[src/rtl/ibis_texel_fetch_pkg.sv]
// Shared types for the texel fetch path: texel word, FIFO entry, latency bound.
package ibis_texel_pkg;
  localparam int TEXEL_W         = 16;
  localparam int RAM_LATENCY_MAX = 3;

  typedef logic [TEXEL_W-1:0] texel_t;

  typedef struct packed {
    texel_t texel;
    logic   transparent;
  } fifo_entry_t;
endpackage

[src/rtl/ibis_texel_fetch_if.sv]
// Mapper-side, tile-RAM-side and pixel-writer-side signals of the texel fetch block.
interface ibis_texel_fetch_if #(
  parameter int AW = 14,
  parameter int TW = 16
);
  logic          in_valid;
  logic          in_ready;
  logic [AW-1:0] in_address;
  logic          in_stencil;
  logic          tex_rd_en;
  logic [AW-1:0] tex_rd_addr;
  logic [TW-1:0] tex_rd_data;
  logic          out_valid;
  logic          out_ready;
  logic [TW-1:0] out_texel;
  logic          out_transparent;

  modport slave (
    input  in_valid, in_address, in_stencil, tex_rd_data, out_ready,
    output in_ready, tex_rd_en, tex_rd_addr, out_valid, out_texel, out_transparent
  );

  modport master (
    output in_valid, in_address, in_stencil, tex_rd_data, out_ready,
    input  in_ready, tex_rd_en, tex_rd_addr, out_valid, out_texel, out_transparent
  );
endinterface

[src/rtl/ibis_sync_fifo.sv]
// Synchronous FIFO, power-of-two depth; reset flushes pointers (storage is not cleared).
module ibis_sync_fifo #(
  parameter int WIDTH      = 17,
  parameter int DEPTH_POW2 = 2
) (
  input  logic                  clk,
  input  logic                  rst,
  input  logic                  push,
  input  logic [WIDTH-1:0]      wdata,
  input  logic                  pop,
  output logic [WIDTH-1:0]      rdata,
  output logic [DEPTH_POW2:0]   count,
  output logic                  full,
  output logic                  empty
);
  localparam int DEPTH = 1 << DEPTH_POW2;

  logic [WIDTH-1:0]    mem [DEPTH];
  logic [DEPTH_POW2:0] wr_ptr, rd_ptr;

  // Extra pointer MSB distinguishes full from empty.
  assign count = wr_ptr - rd_ptr;
  assign full  = (count == (DEPTH_POW2+1)'(DEPTH));
  assign empty = (count == '0);
  assign rdata = mem[rd_ptr[DEPTH_POW2-1:0]];

  always_ff @(posedge clk) begin
    if (rst) begin
      wr_ptr <= '0;
      rd_ptr <= '0;
    end else begin
      if (push && !full) begin
        mem[wr_ptr[DEPTH_POW2-1:0]] <= wdata;
        wr_ptr <= wr_ptr + 1'b1;
      end
      if (pop && !empty) rd_ptr <= rd_ptr + 1'b1;
    end
  end
endmodule

[src/rtl/ibis_texel_fetch.sv]
// Texel fetch: issues tile RAM reads, tags in-flight pixels, returns texels in order
// with credit back-pressure. Optional IBIS_TEXEL_FETCH_CHROMA_KEY_EN marks chroma-key hits transparent.
module ibis_texel_fetch
  import ibis_texel_pkg::*;
#(
  parameter int TILE_SIZE_POW2  = 7,
  parameter int TEXEL_WIDTH     = 16,
  parameter int RAM_LATENCY     = 1,
  parameter int FIFO_DEPTH_POW2 = 2,
  parameter logic [TEXEL_WIDTH-1:0] BORDER_TEXEL = '0
) (
  input  logic                   aclk,
  input  logic                   areset,
  input  logic [TEXEL_WIDTH-1:0] chroma_key,
  ibis_texel_fetch_if.slave      bus
);
  localparam int LAT   = (RAM_LATENCY < 1) ? 1 :
                         (RAM_LATENCY > RAM_LATENCY_MAX) ? RAM_LATENCY_MAX : RAM_LATENCY;
  localparam int AW    = 2 * TILE_SIZE_POW2;
  localparam int EW    = TEXEL_WIDTH + 1;
  localparam int CW    = FIFO_DEPTH_POW2 + 2;
  localparam int DEPTH = 1 << FIFO_DEPTH_POW2;

  logic                     accept, wr, wr_stencil, key_hit, pop;
  logic [LAT:0]             vld_pipe, stn_pipe;
  logic [CW-1:0]            inflight;
  logic [EW-1:0]            wr_entry, head, last;
  logic [FIFO_DEPTH_POW2:0] fifo_count;
  logic                     fifo_full, fifo_empty;
  logic                     rd_en;
  logic [AW-1:0]            rd_addr;

  // Credit from registered counts only, so in_ready never depends on in_valid/out_ready.
  assign bus.in_ready = ({1'b0, fifo_count} + inflight) < CW'(DEPTH);
  assign accept       = bus.in_valid & bus.in_ready;

  assign wr         = vld_pipe[LAT];
  assign wr_stencil = stn_pipe[LAT];

`ifdef IBIS_TEXEL_FETCH_CHROMA_KEY_EN
  assign key_hit = (bus.tex_rd_data == chroma_key);
`else
  logic unused_chroma;
  assign unused_chroma = ^chroma_key;
  assign key_hit       = 1'b0;
`endif

  assign wr_entry = wr_stencil ? {bus.tex_rd_data, key_hit} : {BORDER_TEXEL, 1'b1};

  always_ff @(posedge aclk) begin
    if (areset) begin
      rd_en    <= 1'b0;
      rd_addr  <= '0;
      vld_pipe <= '0;
      stn_pipe <= '0;
      inflight <= '0;
      last     <= '0;
    end else begin
      rd_en <= accept & bus.in_stencil;
      if (accept && bus.in_stencil) rd_addr <= bus.in_address;
      vld_pipe <= {vld_pipe[LAT-1:0], accept};
      stn_pipe <= {stn_pipe[LAT-1:0], bus.in_stencil};
      inflight <= inflight + CW'(accept) - CW'(wr);
      if (pop) last <= head;
    end
  end

  assign bus.tex_rd_en   = rd_en;
  assign bus.tex_rd_addr = rd_addr;

  ibis_sync_fifo #(
    .WIDTH      (EW),
    .DEPTH_POW2 (FIFO_DEPTH_POW2)
  ) u_fifo (
    .clk   (aclk),
    .rst   (areset),
    .push  (wr),
    .wdata (wr_entry),
    .pop   (pop),
    .rdata (head),
    .count (fifo_count),
    .full  (fifo_full),
    .empty (fifo_empty)
  );

  // Once drained, the last popped texel stays on the output.
  assign pop                 = bus.out_valid & bus.out_ready;
  assign bus.out_valid       = ~fifo_empty;
  assign bus.out_texel       = fifo_empty ? last[EW-1:1] : head[EW-1:1];
  assign bus.out_transparent = fifo_empty ? last[0]      : head[0];

  logic unused_full;
  assign unused_full = fifo_full;
endmodule

[src/flat_wrapper.sv]
// flat-port wrapper written by rule: the top's interface ports become plain ports
module ibis_texel_fetch_flat import ibis_texel_pkg::*;
#(
  parameter int TILE_SIZE_POW2  = 7,
  parameter int TEXEL_WIDTH     = 16,
  parameter int RAM_LATENCY     = 1,
  parameter int FIFO_DEPTH_POW2 = 2,
  parameter logic [TEXEL_WIDTH-1:0] BORDER_TEXEL = '0
)
  (aclk, areset, chroma_key, bus_in_valid, bus_in_address, bus_in_stencil, bus_tex_rd_data, bus_out_ready, bus_in_ready, bus_tex_rd_en, bus_tex_rd_addr, bus_out_valid, bus_out_texel, bus_out_transparent);
  ibis_texel_fetch_if #(.AW(14), .TW(16)) bus_i ();
  input  logic aclk;
  input  logic areset;
  input  logic [TEXEL_WIDTH-1:0] chroma_key;
  input wire logic [$bits(bus_i.in_valid)-1:0] bus_in_valid;
  input wire logic [$bits(bus_i.in_address)-1:0] bus_in_address;
  input wire logic [$bits(bus_i.in_stencil)-1:0] bus_in_stencil;
  input wire logic [$bits(bus_i.tex_rd_data)-1:0] bus_tex_rd_data;
  input wire logic [$bits(bus_i.out_ready)-1:0] bus_out_ready;
  output wire logic [$bits(bus_i.in_ready)-1:0] bus_in_ready;
  output wire logic [$bits(bus_i.tex_rd_en)-1:0] bus_tex_rd_en;
  output wire logic [$bits(bus_i.tex_rd_addr)-1:0] bus_tex_rd_addr;
  output wire logic [$bits(bus_i.out_valid)-1:0] bus_out_valid;
  output wire logic [$bits(bus_i.out_texel)-1:0] bus_out_texel;
  output wire logic [$bits(bus_i.out_transparent)-1:0] bus_out_transparent;
  assign bus_i.in_valid = bus_in_valid;
  assign bus_i.in_address = bus_in_address;
  assign bus_i.in_stencil = bus_in_stencil;
  assign bus_i.tex_rd_data = bus_tex_rd_data;
  assign bus_i.out_ready = bus_out_ready;
  assign bus_in_ready = bus_i.in_ready;
  assign bus_tex_rd_en = bus_i.tex_rd_en;
  assign bus_tex_rd_addr = bus_i.tex_rd_addr;
  assign bus_out_valid = bus_i.out_valid;
  assign bus_out_texel = bus_i.out_texel;
  assign bus_out_transparent = bus_i.out_transparent;
  ibis_texel_fetch #(.TILE_SIZE_POW2(TILE_SIZE_POW2), .TEXEL_WIDTH(TEXEL_WIDTH), .RAM_LATENCY(RAM_LATENCY), .FIFO_DEPTH_POW2(FIFO_DEPTH_POW2), .BORDER_TEXEL(BORDER_TEXEL)) u_core (.aclk(aclk), .areset(areset), .chroma_key(chroma_key), .bus(bus_i));
endmodule
[config.mk]
export PLATFORM = sky130hd
export DESIGN_NAME = ibis_texel_fetch_flat
export DESIGN_NICKNAME = d
export VERILOG_FILES = /design/src/rtl/ibis_texel_fetch_pkg.sv /design/src/rtl/ibis_texel_fetch_if.sv /design/src/rtl/ibis_sync_fifo.sv /design/src/rtl/ibis_texel_fetch.sv /design/src/flat_wrapper.sv
export SDC_FILE = /design/constraint.sdc
export NUM_CORES = 1
export LEC_CHECK = 0
export CAP_MARGIN = 20
export CORE_UTILIZATION = 55
export CTS_CLUSTER_SIZE = 20
export DETAILED_ROUTE_END_ITERATION = 12
export PLACE_DENSITY = 0.82
export SLEW_MARGIN = 20
export SYNTH_ARGS = -nofsm -noshare
export SYNTH_HDL_FRONTEND = slang
export SYNTH_HIERARCHICAL = 1
export SYNTH_SLANG_ARGS = --single-unit
export TNS_END_PERCENT = 20
[constraint.sdc]
create_clock -name aclk -period 4.8 [get_ports aclk]
set_clock_uncertainty 0.1 [all_clocks]
set_input_delay 1.44 -clock aclk [delete_from_list [all_inputs] [get_ports aclk]]
set_output_delay 1.44 -clock aclk [all_outputs]
set_load 0.01 [all_outputs]
### Word-level counts from Yosys, hierarchy flattened

Memories as Yosys holds them, arrays and structs flattened. A register that Yosys moved wholly into a read port is not among the register bits.
Index checks and enable logic that the tools add are counted.

| word-level totals | value |
|---|---|
| register bits after elaboration | 46 |
| bits in writable memories | 68 |
| output and inout bits | 34 |
| word-level logic and storage cells | 35 |
| memories kept | 1 |

Memories:

| memory | depth | bits a word | read ports | clocked after memory_dff | write ports | RTL line | RTL |
|---|---|---|---|---|---|---|---|
| u_core.u_fifo.mem | 4 | 17 | 1 | 1 | 1 | ibis_sync_fifo.sv:18 | `logic [WIDTH-1:0] mem [DEPTH];` |

| operators by class | value |
|---|---|
| add/sub/neg operators | 6 |
| magnitude comparators | 1 |
| eq/ne operators | 1 |
| multiplexer cells | 8 |
| bitwise gates (word level) | 4 |
| reductions and logical operators | 6 |

Operators by type and width:

| operator | count |
|---|---|
| 2-to-1 mux 17 bit | 1 |
| 2-to-1 mux 16 bit | 1 |
| adder 3 x 1 -> 3 bit (second input constant) | 2 |
| adder 3 x 4 -> 4 bit | 1 |
| adder 4 x 1 -> 4 bit | 1 |
| < comparator 4 x 3 -> 1 bit (second input constant) | 1 |
| 2-to-1 mux 1 bit | 4 |
| 2-to-1 mux 2 bit | 2 |
| subtractor 4 x 1 -> 4 bit | 1 |
| AND 1 bit | 3 |
| == test 3 bit (second input constant) | 1 |
| logical AND 1 bit | 3 |
| logical NOT 3 bit | 1 |
| subtractor 3 bit | 1 |
| logical NOT 1 bit | 2 |
| inverter 1 bit | 1 |

### Logic depth before layout (Yosys ltp)

Gate-level depths: netlist of run 1.

| logic depth | value |
|---|---|
| depth after elaboration | 7 |
| gate-level depth with buffers | 15 |

### By module

Netlist of run 1, hierarchy kept.

Modules (own cells, without submodules):

| module | instances | cells an instance | area an instance (um2) | seq. area each (um2) |
|---|---|---|---|---|
| ibis_sync_fifo | 1 | 145 | 2,971.6 | 2,202.1 |
| ibis_texel_fetch | 1 | 217 | 1,979.4 | 800.8 |

### Worst setup path before layout of run 1

OpenSTA, ideal clock, no wires.

| timing path | value |
|---|---|
| kind | reg-to-output |
| from | register u_core.u_fifo.wr_ptr[0] |
| to | output port bus_out_texel[10] |
| data arrival time | 2.249 ns |
| required time | 3.260 ns |
| path slack | 1.011 ns |
| cell stages (with the launch flop) | 10 |
| buffers on the path | 2 |
| cells stage by stage | dfxtp_1 > inv_1 > ha_1 > fa_1 > xnor3_2 > inv_1 > nor2_1 > buf_2 > buf_2 > mux2_2 |

| on the way | value |
|---|---|
| cells in the longest elaborated chain, start to end | 3 |

RTL lines:

| item | RTL line | RTL |
|---|---|---|
| start: declaration | ibis_sync_fifo.sv:19 | `logic [DEPTH_POW2:0] wr_ptr, rd_ptr;` |
| start signal: assignment | ibis_sync_fifo.sv:34 | `wr_ptr <= wr_ptr + 1'b1;` |
| subtractor 3 bit | ibis_sync_fifo.sv:22 | `assign count = wr_ptr - rd_ptr;` |
| net u_core.fifo_count[2] | ibis_texel_fetch.sv:28 | `logic [FIFO_DEPTH_POW2:0] fifo_count;` |
| logical NOT 3 bit | ibis_sync_fifo.sv:24 | `assign empty = (count == '0);` |
| net u_core.fifo_empty | ibis_texel_fetch.sv:29 | `logic fifo_full, fifo_empty;` |
| 2-to-1 mux 16 bit | ibis_texel_fetch.sv:89 | `assign bus.out_texel = fifo_empty ? last[EW-1:1] : head[EW-1:1];` |
| end: declaration | flat_wrapper.sv:24 | `output wire logic [$bits(bus_i.out_texel)-1:0] bus_out_texel;` |

The timed path passes the listed nets, and every way through them passes these cells.

### Final worst setup path of run 1

| timing path | value |
|---|---|
| from | register u_core.u_fifo.wr_ptr[0] |
| to | output port bus_out_texel[5] |

| on the way | value |
|---|---|
| cells in the longest elaborated chain, start to end | 3 |

RTL lines:

| item | RTL line |
|---|---|
| subtractor 3 bit | ibis_sync_fifo.sv:22 |
| logical NOT 3 bit | ibis_sync_fifo.sv:24 |
| net u_core.fifo_empty | ibis_texel_fetch.sv:29 |
| 2-to-1 mux 16 bit | ibis_texel_fetch.sv:89 |

The timed path passes the listed nets, and every way through them passes these cells.

==> out/qor.txt, run 1 <==
==================================================================================
Final weighted congestion in routability-driven placement                    0.787
Final standard cell area without fillers                                  6370 um2
Synthesized cell area                                                     4950 um2
Worst slack on hold paths                                                   352 ps
Utilization of the core after routing                                        73.1%
Initial drt markers                                                            119
Final setup viols                                                                0
Post-detailed-placement half-perimeter wirelength                          5.67 mm
Max-slew violation count                                                         0
Area enclosed by the die boundary                                         9380 um2
Wire length per cell                                                       17.6 um
Drt pass-1 iters                                                                 4
Clock insertion delay at the later pin of the skew report                   510 ps
Top-Level Pins                                                                  85
Category of the worst setup path capture point                         output port
Area growth from synthesis to layout                                         28.7%
Cell Pwr Density                                                        444 nW/um2
Normalized max-slew margin                                                   32.7%
NumNets Final                                                                  504
Peak ir drop on the vdd network                                         0.000223 V
Max cap viols                                                                    0
EDFF count, synth                                                               68
Clock tree from TritonCTS                                                     done
Clock buffer depth                                                               2
Register bit total from synthesis                                              116
YS warnings                                                                      6
Seq/Total Area, Yosys                                                        60.7%
Pin count of the biggest net entering global routing                            62
Number of core rows                                                             34
Cell chosen for the clock root                                            clkbuf_8
Number of clock sinks                                                          116
Fraction of registers with async set/reset                                      0%
Total Power Consumption                                                    2.83 mW
Antenna violations before repair                                                 0
Min Tclk post-route                                                        4690 ps
Count of input and output buffers                                               68
Total negative slack for setup checks                                         0 ps
Leakage power figure                                                       2.34 nW
Fraction of final layout cells with drive strength greater than 1            18.8%
Distinct cells, synth                                                           38
Setup repair after global routing missed its margin                           true
Hold Fails Final Rpt                                                             0
Mean number of vias per cell                                                  5.44
Residual DRC count                                                               0
Highest attainable clock frequency                                         213 MHz
Synthesized netlist cell count                                                 362
CP startpoint kind                                                        register
Most common library cell in the layout ignoring fill and taps             edfxtp_1
Die X                                                                      96.9 um
Global-route wire length before repair                                     16.1 mm
Core outline area                                                         8720 um2
TritonCTS buffer count                                                          17
Vias after detailed routing                                                   3044
Final period utilization                                                     97.6%
Arrival time at the worst endpoint                                         3150 ps
Path category of the worst min-delay check                              reg -> reg
Via count of the first global-routing pass                                    3319
Post-synthesis net count                                                       427
Required arrival time at the worst endpoint                                3260 ps
Placed instance area                                                      5710 um2
Count of H-tree levels built during CTS                                          4
Starting density of the core                                                 56.8%
Mean area per synthesized cell                                            13.7 um2
Maximum net fanout on the critical path                                          9
Hold_buf cts                                                                     0
Clock transition at the registers of the reported paths                      60 ps
Leading cell types in the layout, fill and taps excluded              edfxtp_1 (68), clkdlybuf4s50_1 (66), dfxtp_1 (47)
Die span in y                                                              96.9 um
Worst setup path category                                               reg -> out
Diodes inserted                                                                  0
Run status                                                               completed
Most frequently used flop master after synthesis                          edfxtp_1
Remaining number of nets flagged by the antenna check after routing              0
Overall fraction of global-route tracks in use                               22.7%
Total grt overflow                                                               0
Transition time of the tightest slew-check pin                             1010 ps
Wire length after detailed routing                                         9.83 mm
==================================================================================
-- stage by stage --
stage | cells | worst slack [ps]
detailed placement | 525 | 477
finish | 560 | 114
global placement | 525 | 484
CTS | 559 | 73.8
global route | 560 | -7.35
floorplan | 362 | 1010
-- where the power goes --
group	leakage, nW	internal [mW]	total [mW]	switching [mW]
logic	1.03	0.205	0.372	0.167
registers	1.01	1.09	1.12	0.0290
clock network	0.304	0.898	1.34	0.439
total	2.34	2.20	2.83	0.635
-- registers in the layout (all words and copies together) (netlist names), named ones only --
name	count
u_core/stn_pipe	2
u_core/bus.tex_rd_en	1
u_core/u_fifo/rd_ptr	3
u_core/vld_pipe	2
u_core/last	17
u_core/inflight	4
u_core/u_fifo/wr_ptr	3
u_core/u_fifo/mem	68
u_core/bus.tex_rd_addr	14
-- layer usage --
layer | vias to the layer above | part of all wire [%] | GRT usage, % | wire length (um)
li1 | 1444 | - | - | -
met1 | 1501 | 43 | 25.9 | 4180
met2 | 87 | 52 | 39.2 | 5070
met3 | 12 | 4.3 | 7.37 | 421
met4 | 0 | 1.6 | 9.07 | 157
met5 | - | 0 | 0 | 0
-- worst max-delay path: stages (launching register included) --
cell	delay, ps
dfxtp_2	350
inv_1	90
ha_1	230
fa_2	600
nand2_1	130
nor2_4	180
buf_6	190
mux2_2	370
clkdlybuf4s50_1	490
-- area by class of cell --
type	instances	area (um2)
clock buffer	20	425
multi-input combinational	211	1800
sequential	116	3000
inverter	18	67.6
timing repair buffer	75	743
fill	551	2350
tap	108	135
clock inverter	12	203
-- synth_stat cells (2+ instances only) --
| cell type | count | area (um2) |
|---|---|---|
| nor2_1 | 10 | 37.5 |
| and3_1 | 4 | 25.0 |
| a21oi_1 | 18 | 90.1 |
| mux2i_1 | 16 | 160 |
| edfxtp_1 | 68 | 2040 |
| nand2_1 | 41 | 154 |
| mux4_2 | 17 | 383 |
| and2_1 | 16 | 100 |
| inv_2 | 2 | 7.51 |
| mux2_2 | 20 | 225 |
| inv_1 | 16 | 60.1 |
| fa_1 | 2 | 40.0 |
| clkbuf_1 | 8 | 30.0 |
| nand2b_1 | 28 | 175 |
| o211a_1 | 2 | 20.0 |
| dfxtp_1 | 48 | 961 |
| ha_1 | 12 | 150 |
| buf_2 | 6 | 30.0 |
| nor2b_1 | 7 | 43.8 |
| xor2_1 | 3 | 26.3 |
-- path summary, 6_finish.rpt --
check	to	cells after the start	slack, ps	start
max	bus_out_texel[5]	8	110	u_core/u_fifo/wr_ptr[0]
min	u_core/stn_pipe[1]	1	350	u_core/stn_pipe[0]
max reg2reg	u_core/inflight[2]	14	1480	u_core/u_fifo/wr_ptr[0]
min reg2reg	u_core/stn_pipe[1]	1	350	u_core/stn_pipe[0]
-- cells by family after synthesis --
logic type	share of synthesized area (%)
DFF	60.7
AOI/OAI and AO/OA	3.51
muxes	15.8
adders and majority gates	3.84
xor gates and xnor gates	1.19
and+or+nand+nor	11.7
buffers and inverters	3.29
-- what timing repair did --
item	4_1_cts	5_1_grt
gates resized for setup	4	4
endpoints found under the setup margin	18	17
cloned	0	1
pin swaps	1	0
buffers inserted	2	0
Power figures use the tool's default switching activity.
==> inputs of run 2 (changes only) <==
Settings changed: CTS_BUF_LIST from default to sky130_fd_sc_hd__clkbuf_2, GPL_TIMING_DRIVEN from default to 0.
==> run 2 against run 1 <==
Net effect: first-iteration DRC count rose by 0.84%; global-route usage fell by 0.68 points; via count rose by 2.1%; core utilization fell by 2.9 points; total power fell by 24%; clock-buffer cell count did not move; non-clock buffer count rose by 16; wire length fell by 2.9%; setup slack got worse by 4.6 ps; final cell count rose by 2.9%.
==> out/qor.txt, run 2 (synthesized netlist as in run 1, its figures left out) <==
==================================================================================
Antenna violations before repair                                                 0
Path category of the worst min-delay check                              reg -> reg
Pin count of the biggest net entering global routing                            18
Area enclosed by the die boundary                                         9380 um2
Transition time of the tightest slew-check pin                              942 ps
TritonCTS buffer count                                                          17
Fraction of final layout cells with drive strength greater than 1            20.5%
Total grt overflow                                                               0
Ordered list of cells on the worst path                               inv_1 > ha_2 > fa_2 > xnor3_2 > inv_1 > nor2_4 > buf_6 > buf_8 > mux2_2 > clkdlybuf4s50_1
Max-slew violation count                                                         0
Launching element of the worst setup path                             u_core/u_fifo/wr_ptr[0]
Most repeated library cell on the critical path                              inv_1
Setup repair after global routing missed its margin                           true
Worst min-delay path startpoint                                       u_core/stn_pipe[0]
Final weighted congestion in routability-driven placement                    0.769
Number of clock sinks                                                          116
Total negative slack for setup checks                                         0 ps
Clock buffer depth                                                               2
Leading cell types in the layout, fill and taps excluded              edfxtp_1 (68), clkdlybuf4s50_1 (60), dfxtp_1 (47)
Diodes inserted                                                                  0
Category of the worst setup path capture point                         output port
Final setup viols                                                                0
Most common library cell in the layout ignoring fill and taps             edfxtp_1
Clock insertion delay at the later pin of the skew report                   610 ps
Number of buffer and inverter stages on the critical path                        5
Run status                                                               completed
Die X                                                                      96.9 um
Flip-flop count of the largest register, all copies and words added             68
Hold_buf cts                                                                     0
Mean number of vias per cell                                                  5.39
Highest attainable clock frequency                                         213 MHz
Hold Fails Final Rpt                                                             0
Peak ir drop on the vdd network                                         0.000208 V
NumNets Final                                                                  520
Wire length after detailed routing                                         9.55 mm
Starting density of the core                                                 56.8%
Overall fraction of global-route tracks in use                               22.0%
Remaining number of nets flagged by the antenna check after routing              0
Required arrival time at the worst endpoint                                3260 ps
Count of input and output buffers                                               68
Top-Level Pins                                                                  85
Residual DRC count                                                               0
Leakage power figure                                                       2.36 nW
Clock transition at the registers of the reported paths                     140 ps
Vias after detailed routing                                                   3107
Via count of the first global-routing pass                                    3274
CP startpoint kind                                                        register
Global-route wire length before repair                                     15.8 mm
Arrival time at the worst endpoint                                         3150 ps
Worst r2r src                                                         u_core/u_fifo/wr_ptr[0]
Number of core rows                                                             34
Die span in y                                                              96.9 um
R2R setup slack                                                            1390 ps
Final period utilization                                                     97.7%
Max cap viols                                                                    0
Cell Pwr Density                                                        352 nW/um2
Cell chosen for the clock root                                            clkbuf_2
Min Tclk post-route                                                        4690 ps
Placed instance area                                                      5770 um2
Wire length per cell                                                       16.6 um
Final standard cell area without fillers                                  6120 um2
Cell class contributing the biggest share of worst-path delay         buffers and inverters
Post-detailed-placement half-perimeter wirelength                          6.43 mm
Clock tree from TritonCTS                                                     done
Area growth from synthesis to layout                                         23.6%
Cell with the biggest individual delay on the critical path           clkdlybuf4s50_1
Normalized max-slew margin                                                   37.2%
Initial drt markers                                                            120
Drt pass-1 iters                                                                 5
Maximum net fanout on the critical path                                         10
Count of H-tree levels built during CTS                                          4
Core outline area                                                         8720 um2
Delay of the slowest cell on the worst path                                 470 ps
Worst setup path category                                               reg -> out
==================================================================================
-- run 2: cell count changes in the layout (fill, tap and decap cells not counted), sizes merged --
cell,previous run,this run
clkinv,4,7
clkdlybuf4s15,0,1
inv,20,19
dlymetal6s2s,0,6
buf,8,15
clkdlybuf4s50,66,60
bufinv,5,3
clkbuf,20,28
-- run 2: final timing paths --
check                                     endpoint  depth (start not counted)
worst max register to register  u_core/inflight[3]                         14
worst min register to register  u_core/stn_pipe[1]                          1
worst max-delay path             bus_out_texel[10]                         10
worst min-delay path            u_core/stn_pipe[1]                          1
-- run 2: final cells by class --
cell class,instances,area [um2]
sequential,116,3000
fill,615,2600
multi-input combinational,211,1820
timing repair buffer,74,739
clock inverter,12,138
tap,108,135
buffer,17,111
clock buffer,20,100
inverter,18,67.6
-- run 2: what timing repair did --
item | CTS | global route
hold endpoints to repair | 0 | 0
gates resized for setup | 12 | 11
buffers inserted | 4 | 2
gates cloned | 0 | 0
endpoints found under the setup margin | 18 | 17
-- run 2: worst register-to-register path, cell delays in order, from the launching register on --
cell	delay, ps
dfxtp_2	370
inv_1	90
ha_2	200
fa_2	610
inv_1	60
ha_1	260
and3_4	180
o211a_4	240
o21ai_0	310
inv_1	90
ha_1	220
a21o_1	170
a21oi_1	200
xnor2_1	140
nor2_1	60
-- run 2: report_power, final --
group	internal, mW	switching (mW)	total, mW	leakage [nW]
clock network	0.290	0.338	0.628	0.155
registers	1.09	0.0294	1.12	1.01
logic	0.224	0.182	0.406	1.19
-- run 2: routing by layer --
layer	vias up	global-route usage (%)	part of all wire (%)
met5	-	0	0
li1	1477	-	-
met4	0	7.58	0.73
met3	6	6.00	5.0
met1	1520	25.1	40
met2	104	39.5	54
-- run 2: per-stage QoR --
stage / power (mW) / setup slack, ps / cells / util (%) / hold slack (ps)
global route: 2.26 / -43.1 / 576 / 70.1 / 375
detailed placement: 1.53 / 181 / 538 / 66.1 / 337
floorplan: 1.37 / 1010 / 362 / - / 314
CTS: 2.17 / 8.73 / 574 / 69.6 / 365
global placement: 1.51 / 211 / 538 / 66.1 / 323
finish: 2.16 / 109 / 576 / 70.1 / 362
==> inputs of run 3 (changes only) <==
Settings changed: SETUP_SLACK_MARGIN from default to 0.05.
==> run 3 against run 2 <==
Net effect: non-clock buffer count stayed put; combinational power about the same; clock-buffer cell count unchanged; global-route usage hardly changed; first-iteration DRC count did not move; design area decreased by 0.10%; wire length decreased by 0.59%; maximum frequency increased by 0.10%; via count down 0.93%; sequential share of layout area increased by 0.050 points; largest power group unchanged.
==> out/qor.txt, run 3 (synthesized netlist as in run 1, its figures left out) <==
==================================================================================
Fraction of power consumed by the clock network                              29.2%
Worst setup path category                                               reg -> out
Switching portion of total power                                             25.6%
Worst slack on hold paths                                                   363 ps
Wire length per cell                                                       16.5 um
Wire length after detailed routing                                         9.50 mm
Mean number of vias per cell                                                  5.34
Count of input and output buffers                                               68
Maximum net fanout on the critical path                                         10
Utilization of the core after routing                                        70.1%
Cell with the biggest individual delay on the critical path                   fa_2
Core outline area                                                         8720 um2
Post-detailed-placement half-perimeter wirelength                          6.43 mm
Die span in y                                                              96.9 um
Run status                                                               completed
Clock buffer depth                                                               2
Leakage power figure                                                       2.36 nW
Flip-flop count of the largest register, all copies and words added             68
Worst slack at placement                                                    181 ps
Cell chosen for the clock root                                            clkbuf_2
CP startpoint kind                                                        register
Final setup viols                                                                0
Global-route wire length before repair                                     15.8 mm
Min Tclk post-route                                                        4690 ps
Max cap viols                                                                    0
Total Power Consumption                                                    2.15 mW
Via count of the first global-routing pass                                    3272
Peak ir drop on the vdd network                                         0.000198 V
Setup repair after global routing missed its margin                           true
Top-Level Pins                                                                  85
Total grt overflow                                                               0
Vias after detailed routing                                                   3078
Overall fraction of global-route tracks in use                               22.0%
Pin count of the biggest net entering global routing                            18
Number of buffer and inverter stages on the critical path                        4
Antenna violations before repair                                                 0
Path category of the worst min-delay check                              reg -> reg
Area growth from synthesis to layout                                         23.4%
Cell class contributing the biggest share of worst-path delay         buffers and inverters
Number of clock sinks                                                          116
Clock insertion delay at the later pin of the skew report                   610 ps
Filler Cells Inserted                                                          618
Drt pass-1 iters                                                                 4
Number of core rows                                                             34
Clock transition at the registers of the reported paths                     160 ps
Starting density of the core                                                 56.8%
Category of the worst setup path capture point                         output port
Final weighted congestion in routability-driven placement                    0.769
Area enclosed by the die boundary                                         9380 um2
Placed cell count                                                              538
Number of non-filler instances in the completed layout                         576
Leading cell types in the layout, fill and taps excluded              edfxtp_1 (68), clkdlybuf4s50_1 (59), dfxtp_1 (47)
Hold Fails Final Rpt                                                             0
NumNets Final                                                                  520
Diodes inserted                                                                  0
Depth of the most critical reg-to-reg path                                      14
Initial drt markers                                                            120
Cell Pwr Density                                                        353 nW/um2
Number of cells on the worst hold path                                           1
Arrival time at the worst endpoint                                         3150 ps
Critical path depth in cells                                                     9
Required arrival time at the worst endpoint                                3260 ps
Most common library cell in the layout ignoring fill and taps             edfxtp_1
Remaining number of nets flagged by the antenna check after routing              0
Normalized max-slew margin                                                   37.4%
Delay of the slowest cell on the worst path                                 610 ps
Die X                                                                      96.9 um
Count of H-tree levels built during CTS                                          4
Residual DRC count                                                               0
Highest attainable clock frequency                                         213 MHz
Transition time of the tightest slew-check pin                              938 ps
TritonCTS buffer count                                                          17
Final setup slack of the worst path                                         114 ps
Hold_buf cts                                                                     0
Final period utilization                                                     97.6%
Combinational group share of total power                                     18.7%
Ordered list of cells on the worst path                               inv_1 > ha_2 > fa_2 > nand2_4 > nor2_4 > buf_6 > buf_8 > mux2_2 > clkdlybuf4s50_1
Internal Power                                                             1.60 mW
Register share of total power                                                52.1%
Max-slew violation count                                                         0
Fraction of final layout cells with drive strength greater than 1            20.7%
Net switching power                                                       0.552 mW
Clock tree from TritonCTS                                                     done
==================================================================================
run 3: stage by stage:
step	setup TNS [ps]	cell area, um2
6_report	0	6110
5_1_grt	-285	6110
4_1_cts	0	6060
3_5_place_dp	0	5770
3_3_place_gp	0	5770
2_1_floorplan	0	4950
run 3: timing repair:
item | CTS | global route
setup buffers | 4 | 2
endpoints found under the hold margin | 0 | 0
resized for setup | 13 | 12
endpoints found under the setup margin | 18 | 17
run 3: final cells by class:
| cell class | count | area, um2 | area share (%) |
|---|---|---|---|
| flip-flops and latches | 116 | 3000 | 49.2 |
| multi-input cells | 211 | 1820 | 29.8 |
| repair buffers | 74 | 733 | 12.0 |
| clock inverters | 12 | 138 | 2.25 |
| well taps | 108 | 135 | 2.21 |
| plain buffers | 17 | 111 | 1.82 |
| clock buffers | 20 | 100 | 1.64 |
| inverters | 18 | 67.6 | 1.11 |
run 3: path summary, 6_finish.rpt:
path                                start  slack [ps]                 end
hold reg to reg        u_core/vld_pipe[0]         360  u_core/vld_pipe[1]
setup reg to reg  u_core/u_fifo/wr_ptr[0]        1390  u_core/inflight[3]
setup / recovery  u_core/u_fifo/wr_ptr[0]         110   bus_out_texel[10]
hold / removal         u_core/vld_pipe[0]         360  u_core/vld_pipe[1]
run 3: layer usage:
metal / wire length (um) / GRT usage [%]
met3: 554 / 6.00
met5: 0 / 0
met1: 3760 / 25.1
met4: 70 / 7.58
met2: 5110 / 39.5
run 3: power groups by stage:
| stage | registers, mW | logic, mW | clock network, mW |
|---|---|---|---|
| finish | 1.12 | 0.403 | 0.630 |
| global route | 1.13 | 0.440 | 0.689 |
| CTS | 1.12 | 0.403 | 0.644 |
| detailed placement | 1.14 | 0.386 | 0 |
| global placement | 1.14 | 0.372 | 0 |
| floorplan | 1.14 | 0.228 | 0 |
